$ cat src/rtl/ram_arbiter_pkg.sv
// Shared definitions for the two-port memory arbiter: memory op codes,
// arbiter states and port identifiers.
package ram_arbiter_pkg;

    typedef enum logic [1:0] {
        RAM_IDLE  = 2'd0,
        RAM_GET   = 2'd1,
        RAM_SET   = 2'd2,
        RAM_RESET = 2'd3
    } ram_op_e;

    typedef enum logic [1:0] {
        ARB   = 2'd0,
        BUSY  = 2'd1,
        DRAIN = 2'd2
    } arb_state_e;

    typedef enum logic {
        PORT_A = 1'b0,
        PORT_B = 1'b1
    } port_e;

    // A request only counts when it carries a real operation.
    function automatic logic is_valid_req(input logic req, input logic [1:0] op);
        return req && (op != RAM_IDLE);
    endfunction

endpackage

$ cat src/rtl/rr_pick.sv
// Two-way round-robin selector: on a tie the port that did not win last
// time is chosen.
module rr_pick
    import ram_arbiter_pkg::*;
(
    input  logic  i_valid_a,
    input  logic  i_valid_b,
    input  port_e i_last,
    output port_e o_sel,
    output logic  o_any
);

    always_comb begin
        // NOTE: o_sel gets a default before any branch so no path leaves it
        // unassigned, which would otherwise infer a latch.
        o_sel = PORT_A;
        if (i_valid_a && i_valid_b) begin
            o_sel = (i_last == PORT_A) ? PORT_B : PORT_A;
        end else if (i_valid_b) begin
            o_sel = PORT_B;
        end
    end

    assign o_any = i_valid_a || i_valid_b;

endmodule

$ cat src/rtl/ram_arbiter.sv
// Shares one memory between port A and port B: round-robin grant, memory
// op/done handshake on the winner's behalf, done pulse and watchdog abort.
module ram_arbiter
    import ram_arbiter_pkg::*;
#(
    parameter int DATA_W  = 16,
    parameter int ADDR_W  = 4,
    parameter int TIMEOUT = 64
) (
    input  logic              clk,
    input  logic              reset_n,
    input  logic              a_req,
    input  logic [1:0]        a_op,
    input  logic [ADDR_W-1:0] a_addr,
    input  logic [DATA_W-1:0] a_wdata,
    output logic              a_gnt,
    output logic              a_done,
    input  logic              b_req,
    input  logic [1:0]        b_op,
    input  logic [ADDR_W-1:0] b_addr,
    input  logic [DATA_W-1:0] b_wdata,
    output logic              b_gnt,
    output logic              b_done,
    output logic [DATA_W-1:0] rdata,
    output logic              err,
    output logic [1:0]        mem_op,
    output logic [ADDR_W-1:0] mem_addr,
    output logic [DATA_W-1:0] mem_wdata,
    input  logic [DATA_W-1:0] mem_rdata,
    input  logic              mem_done
);

    localparam int WD_W = (TIMEOUT > 2) ? $clog2(TIMEOUT) : 1;
    localparam logic [WD_W-1:0] WD_LAST = WD_W'(TIMEOUT - 1);

    arb_state_e        r_state;
    port_e             r_last;
    port_e             r_win;
    logic [WD_W-1:0]   r_wd;
    ram_op_e           r_mem_op;
    logic [ADDR_W-1:0] r_mem_addr;
    logic [DATA_W-1:0] r_mem_wdata;
    logic [DATA_W-1:0] r_rdata;
    logic              r_a_gnt;
    logic              r_b_gnt;
    logic              r_a_done;
    logic              r_b_done;
    logic              r_err;

    logic              w_valid_a;
    logic              w_valid_b;
    port_e             w_sel;
    logic              w_any;
    logic [1:0]        w_sel_op;
    logic [ADDR_W-1:0] w_sel_addr;
    logic [DATA_W-1:0] w_sel_wdata;

    assign w_valid_a = is_valid_req(a_req, a_op);
    assign w_valid_b = is_valid_req(b_req, b_op);

    rr_pick u_rr_pick (
        .i_valid_a (w_valid_a),
        .i_valid_b (w_valid_b),
        .i_last    (r_last),
        .o_sel     (w_sel),
        .o_any     (w_any)
    );

    assign w_sel_op    = (w_sel == PORT_B) ? b_op    : a_op;
    assign w_sel_addr  = (w_sel == PORT_B) ? b_addr  : a_addr;
    assign w_sel_wdata = (w_sel == PORT_B) ? b_wdata : a_wdata;

    // NOTE: all state here is sequential, so every assignment is non-blocking;
    // blocking writes would let later statements see half-updated state.
    always_ff @(posedge clk or negedge reset_n) begin
        if (!reset_n) begin
            r_state     <= ARB;
            r_last      <= PORT_B;
            r_win       <= PORT_A;
            r_wd        <= '0;
            r_mem_op    <= RAM_IDLE;
            r_mem_addr  <= '0;
            r_mem_wdata <= '0;
            r_rdata     <= '0;
            r_a_gnt     <= 1'b0;
            r_b_gnt     <= 1'b0;
            r_a_done    <= 1'b0;
            r_b_done    <= 1'b0;
            r_err       <= 1'b0;
        end else begin
            case (r_state)
                ARB: begin
                    if (w_any) begin
                        r_win       <= w_sel;
                        r_a_gnt     <= (w_sel == PORT_A);
                        r_b_gnt     <= (w_sel == PORT_B);
                        r_mem_op    <= ram_op_e'(w_sel_op);
                        r_mem_addr  <= w_sel_addr;
                        r_mem_wdata <= w_sel_wdata;
                        r_wd        <= '0;
                        r_state     <= BUSY;
                    end
                end
                BUSY: begin
                    r_wd <= r_wd + 1'b1;
                    // A done arriving on the last watchdog cycle still counts as success.
                    if (mem_done || (r_wd == WD_LAST)) begin
                        if (mem_done && (r_mem_op == RAM_GET)) begin
                            r_rdata <= mem_rdata;
                        end
                        r_err    <= !mem_done;
                        r_a_done <= (r_win == PORT_A);
                        r_b_done <= (r_win == PORT_B);
                        r_a_gnt  <= 1'b0;
                        r_b_gnt  <= 1'b0;
                        r_mem_op <= RAM_IDLE;
                        r_last   <= r_win;
                        r_state  <= DRAIN;
                    end
                end
                DRAIN: begin
                    r_a_done <= 1'b0;
                    r_b_done <= 1'b0;
                    r_err    <= 1'b0;
                    if (!mem_done) begin
                        r_state <= ARB;
                    end
                end
                default: begin
                    r_state <= ARB;
                end
            endcase
        end
    end

    assign a_gnt     = r_a_gnt;
    assign b_gnt     = r_b_gnt;
    assign a_done    = r_a_done;
    assign b_done    = r_b_done;
    assign err       = r_err;
    assign rdata     = r_rdata;
    assign mem_op    = r_mem_op;
    assign mem_addr  = r_mem_addr;
    assign mem_wdata = r_mem_wdata;

endmodule

$ cat config.mk
export PLATFORM = sky130hd
export DESIGN_NAME = ram_arbiter
export DESIGN_NICKNAME = d
export VERILOG_FILES = /design/src/rtl/ram_arbiter_pkg.sv /design/src/rtl/rr_pick.sv /design/src/rtl/ram_arbiter.sv
export SDC_FILE = /design/constraint.sdc
export NUM_CORES = 1
export LEC_CHECK = 0
export CAP_MARGIN = 20
export CORE_UTILIZATION = 38
export CTS_CLUSTER_DIAMETER = 80
export DETAILED_ROUTE_END_ITERATION = 8
export GPL_TIMING_DRIVEN = 0
export HOLD_SLACK_MARGIN = 0.06
export MAX_ROUTING_LAYER = met4
export PLACE_DENSITY = 0.85
export RECOVER_POWER = 100
export SLEW_MARGIN = 5
export SYNTH_ARGS = -nofsm -noshare
export SYNTH_HDL_FRONTEND = slang
export SYNTH_HIERARCHICAL = 1
export SYNTH_SLANG_ARGS = --single-unit
$ cat constraint.sdc
create_clock -name clk -period 1.6 [get_ports clk]
set_clock_uncertainty 0.15 [all_clocks]
set_input_delay 0.48 -clock clk [delete_from_list [all_inputs] [get_ports clk]]
set_output_delay 0.48 -clock clk [all_outputs]
set_load 0.02 [all_outputs]
Word-level counts from Yosys, hierarchy flattened
Index checks and enable logic that the tools add are counted.

word-level totals
  bits of input ports = 65
  flip-flop bits (word level) = 53
  latch bits = 0
  output and inout bits = 43
  logic and storage cells = 68
  memories kept = 0
  RAM bits = 0
  ROM bits = 0

cells by class
  muxes and demuxes = 26
  bitwise logic cells = 2
  eq/ne operators = 7
  reductions and logical operators = 19
  shift-type cells = 0
  $add $sub $neg = 1
  order comparisons = 0
  $mul = 0
  divide/modulo/power cells = 0

operators with widths
  operator               count
  $mux W16               1
  $mux W2                6
  $pmux W6 S2            1
  $pmux W1 S2            5
  $mux W1                9
  $reduce_and A3 Y1      3
  $reduce_and A2 Y1      4
  $reduce_bool A2 Y1     4
  $add A6 B1 Y6 const B  1
  $eq A6 B6 Y1 const B   1
  $mux W6                1
  $pmux W2 S3            1
  $eq A2 B1 Y1 const B   2
  $logic_and A1 B1 Y1    4
  $mux W4                1
  $ne A2 B2 Y1 const B   2
  $pmux W2 S2            1
  $eq A2 B2 Y1 const B   1
  $logic_not A2 Y1       1
  $logic_or A1 B1 Y1     2
  $ne A2 B1 Y1 const B   1
  $not A1 Y1             2
  $logic_not A1 Y1       1

Logic depth before layout (Yosys ltp)
  depth after elaboration = 7
  depth in mapped cells = 7
  gate-level depth less buffers = 6

Cells and area by module
The synthesis kept the hierarchy.

modules (own cells, without submodules)
  module       cells an instance  sequential area each (µm²)  times used  area each (µm²)
  ram_arbiter  216                1327.5                      1           2436.1
  rr_pick      2                  0.0                         1           13.8

Worst setup path before layout
No wires, ideal clock.

  kind = input to register
  from = in b_op[0]
  to = reg r_wd[5]
  stages on the path = 6
  data required time = 1.329 ns
  buffers on the path = 0
  arrival = 1.555 ns
  setup slack = -0.226 ns
  setup time = 0.121 ns
  path through = o21a_1 or2_1 mux2i_1 nor3_1 xnor2_1 nor2_1

on the way
  longest elaborated chain between the ends = 5

ends and longest elaborated chain
  what                         RTL line               RTL
  start: declaration           ram_arbiter.sv:19      input logic [1:0] b_op,
  $reduce_bool A2 Y1           ram_arbiter_pkg.sv:25  return req && (op != RAM_IDLE);
  $logic_and A1 B1 Y1          ram_arbiter_pkg.sv:25
  $logic_or A1 B1 Y1           rr_pick.sv:24          assign o_any = i_valid_a || i_valid_b;
  via w_any                    ram_arbiter.sv:53      logic w_any;
  $ne A2 B1 Y1 (no line)       -
  $reduce_and A2 Y1 (no line)  -
  end signal: assignment       ram_arbiter.sv:105     r_wd <= r_wd + 1'b1;
  end: declaration             ram_arbiter.sv:39      logic [WD_W-1:0] r_wd;

The timed path passes the listed nets, and every way through them passes these cells.
A chain may end at the register's enable or synchronous reset.

Final worst setup path
  from = reg r_state[0]
  to = reg r_state[0]

on the way
  longest elaborated chain between the ends = 3
  elaborated cells on any way between the ends = 8
  those cells by class = 5 x eq/ne; 1 x mux; 2 x reduce/logical

ends and longest elaborated chain
  what                                                           RTL line            RTL
  start: declaration                                             ram_arbiter.sv:36   arb_state_e r_state;
  start signal: assignment                                       ram_arbiter.sv:77   r_state <= ARB;
  start signal: assignment                                       ram_arbiter.sv:101  r_state <= BUSY;
  start signal: assignment                                       ram_arbiter.sv:118  r_state <= DRAIN;
  $eq A2 B2 Y1 (tied with other cells)                           ram_arbiter.sv:91   case (r_state)
  $ne A2 B2 Y1 (no line) / $ne A2 B1 Y1 (equally long branches)  -
  $reduce_and A3 Y1 (no line)                                    -

Several ways; a longest one is shown, not always the timed one.

==> metrics <==
Mapped Area 0.00245 sq mm; cells after synthesis 218; DRT Pass-1 Iters 4; crit path kind reg2reg; clk_lat worst skew 0.31 ns; gpl congestion 0.852; uppermost routed layer met4; area delta synth->final 58.1%; DRT met1 WL 2.82 mm; Wirelength per Cell 15.2 um; vias in the first global route 2227; Peak VDD IR 0.859 mV; Setup crit end kind flop; metal3 WL 359 um; largest cells by area after synthesis dfrtp_1, mux2i_1, mux2_2; FP Rows 28; Period minus WS final 1.64 ns; status finished, violations left; EDFF count, synth 0; Pleak 1.81 nW; P per Cell Area 1690 mW/mm^2; worst reg2reg path depth 6; Worst Min Path Start mem_wdata[14]; Worst Path Max Fanout 5; Reg-to-Reg End r_state[0]; # clock sinks 53; post-synth cell types 34; fin worst setup slack -0.0351 ns; Final Setup Violations 2; Ant. Diodes 0; Ys Warns 6; Filler cells 525; Reg clk slew, reported paths 0.10 ns; layout cells sized above 1 36.9%; Total Nets Final 423; Hold Path Depth 2; full die area 0.00677 sq mm; via count 2174; gr usage total 20.7%; DRC errors left 0; sequential area share after synthesis 54.2%; fin crit share 102%; final hold vios 0; startpoint types flop; IO Port Bufs 106; grt total ovfl 0; failing checks negative setup slack; first-pass GRT wire length 10.4 mm; chip height 82.3 um; Clock Tree Root clkbuf_8; syn avg cell area 11.2 sq um; max_slew headroom 66.3%; Final Slew Violations 0; Max Clock Freq 612 MHz; CTS Buf Count 5; crit path DAT 1.67 ns; RSZ-0062 raised after global routing yes; DR iter-0 viols 112; setup TNS -0.0400 ns; Placeable Area 0.00606 sq mm; vias per cell 5.06; R2R setup slack -0.04 ns; antenna viol nets, final 0; CTS HTree Levels 2; #FFs+latches synth 53; initial antenna violation count 0; # Max-Cap Violations 0; post-synth top area share 53.1%; Mapped Nets 287; Final HPWL DP 4.54 mm; Hold Path Sink mem_wdata[14]; largest net degree at the start of global routing 36; CTS tree done; post-synthesis async set-or-reset flop share 100%; Post-synth top flop dfrtp_1; Worst Hold Class reg2reg; Pwr Total 6.56 mW; met2 wire length 3.32 mm; Worst EP required 1.63 ns; Top Ports 108; Worst-Margin Slew 0.506 ns; Crit Reg-Reg Startpoint r_state[0]; Starting Density 40.4%; clock tree buffer depth 2; DIE WIDTH 82.3 um; WL final 6.54 mm; largest area contributor in the netlist dfrtp_1
[power by group]
part | internal [mW] | total, mW | switching (mW)
clock network | 0.311 | 0.753 | 0.442
logic | 1.61 | 3.53 | 1.92
registers | 1.93 | 2.27 | 0.341
total | 3.85 | 6.56 | 2.71
[registers in the layout, indices dropped and copies added (netlist names)]
register	cells
a_done	1
a_gnt	1
b_done	1
b_gnt	1
err	1
mem_addr	4
mem_op	2
mem_wdata	16
r_last	1
r_state	2
r_wd	6
r_win	1
rdata	16
[stage by stage]
stage               setup slack [ns]  std cells  util, %  hold slack [ns]  instance area (sq um)
finish                       -0.0351        430     63.9            0.339                   3870
floorplan                    -0.0526        218        -           0.0344                   2510
detailed placement            -0.689        400     60.7            0.314                   3680
global placement               -1.71        399     60.5            0.311                   3670
global route                 -0.0943        430     63.9            0.360                   3870
CTS                         -0.00724        422     64.7            0.334                   3920
[how the worst max path moves through the flow]
stage | from | end | slack [ns] | cells after the start
2_1_floorplan | r_state[0] | r_wd[3] | -0.05 | 5
3_3_place_gp | reset_n | mem_wdata[6] | -1.71 | 1
3_5_place_dp | b_op[0] | mem_wdata[9] | -0.69 | 7
4_1_cts | r_state[0] | r_wd[3] | -0.007 | 5
5_1_grt | r_state[0] | r_state[0] | -0.09 | 6
6_report | r_state[0] | r_state[0] | -0.04 | 6
[timing repair]
action | CTS | global route
setup endpoints to repair | 90 | 77
hold endpoints to repair | 17 | 0
pin swaps | 11 | 9
gates resized for setup | 186 | 52
hold buffers | 1 | 0
setup buffers | 12 | 8
cloned | 1 | 0
[area by class of cell]
| cell class | count | area (sq um) | area share (%) |
|---|---|---|---|
| repair buffers | 129 | 1020 | 26.4 |
| multi-input cells | 151 | 1230 | 31.7 |
| inverters | 4 | 15.0 | 0.388 |
| plain buffers | 10 | 103 | 2.65 |
| flip-flops and latches | 53 | 1330 | 34.3 |
| well taps | 75 | 93.8 | 2.42 |
| clock inverters | 1 | 7.51 | 0.194 |
| clock buffers | 7 | 76.3 | 1.97 |
[logic make-up (layout without fill, tap and decap cells)]
kind of cell	Yosys count	count (layout)	synth area share [%]
flops	53	53	54.2
simple gates	53	53	10.1
compound gates	49	49	12.0
mux	44	44	18.9
buf+inv	14	151	2.40
fa+ha+maj	4	4	2.04
xor+xnor	1	1	0.358
[layer usage]
| metal | vias up | GRT usage (%) |
|---|---|---|
| li1 | 1042 | - |
| met4 | 0 | 5.09 |
| met3 | 3 | 4.07 |
| met5 | - | - |
| met2 | 81 | 33.7 |
| met1 | 1048 | 26.4 |
[cell usage in the layout, fill, tap and decap left out, types with 4 or more instances in the layout]
master           instances
a21oi_1                  5
mux2_2                  16
o21ai_0                 20
o21ai_1                  4
buf_4                   19
clkdlybuf4s50_1         56
dfrtp_1                 51
nor2_1                   7
clkbuf_8                 6
buf_2                   46
nand2_1                 30
o2bb2ai_1                4
ha_4                     4
buf_6                    5
mux2i_1                 24
[synth_stat cells (2+ instances only)]
cell / number
dfrtp_1: 52
nand2_1: 32
o21ai_0: 26
mux2i_1: 25
mux2_2: 18
nor2_1: 7
a21oi_1: 6
buf_2: 5
clkbuf_1: 5
ha_1: 4
inv_1: 4
o2bb2ai_1: 4
nand2b_1: 3
nor2b_1: 3
a22o_1: 2
nand3_1: 2
o21a_1: 2
o22ai_1: 2
[critical path: stages (launching register included)]
cell,delay (ns)
dfrtp_2,0.45
inv_2,0.11
ha_4,0.17
nand2_1,0.10
a31oi_2,0.27
a2bb2oi_2,0.16
o22ai_1,0.10
Power figures use the tool's default switching activity.
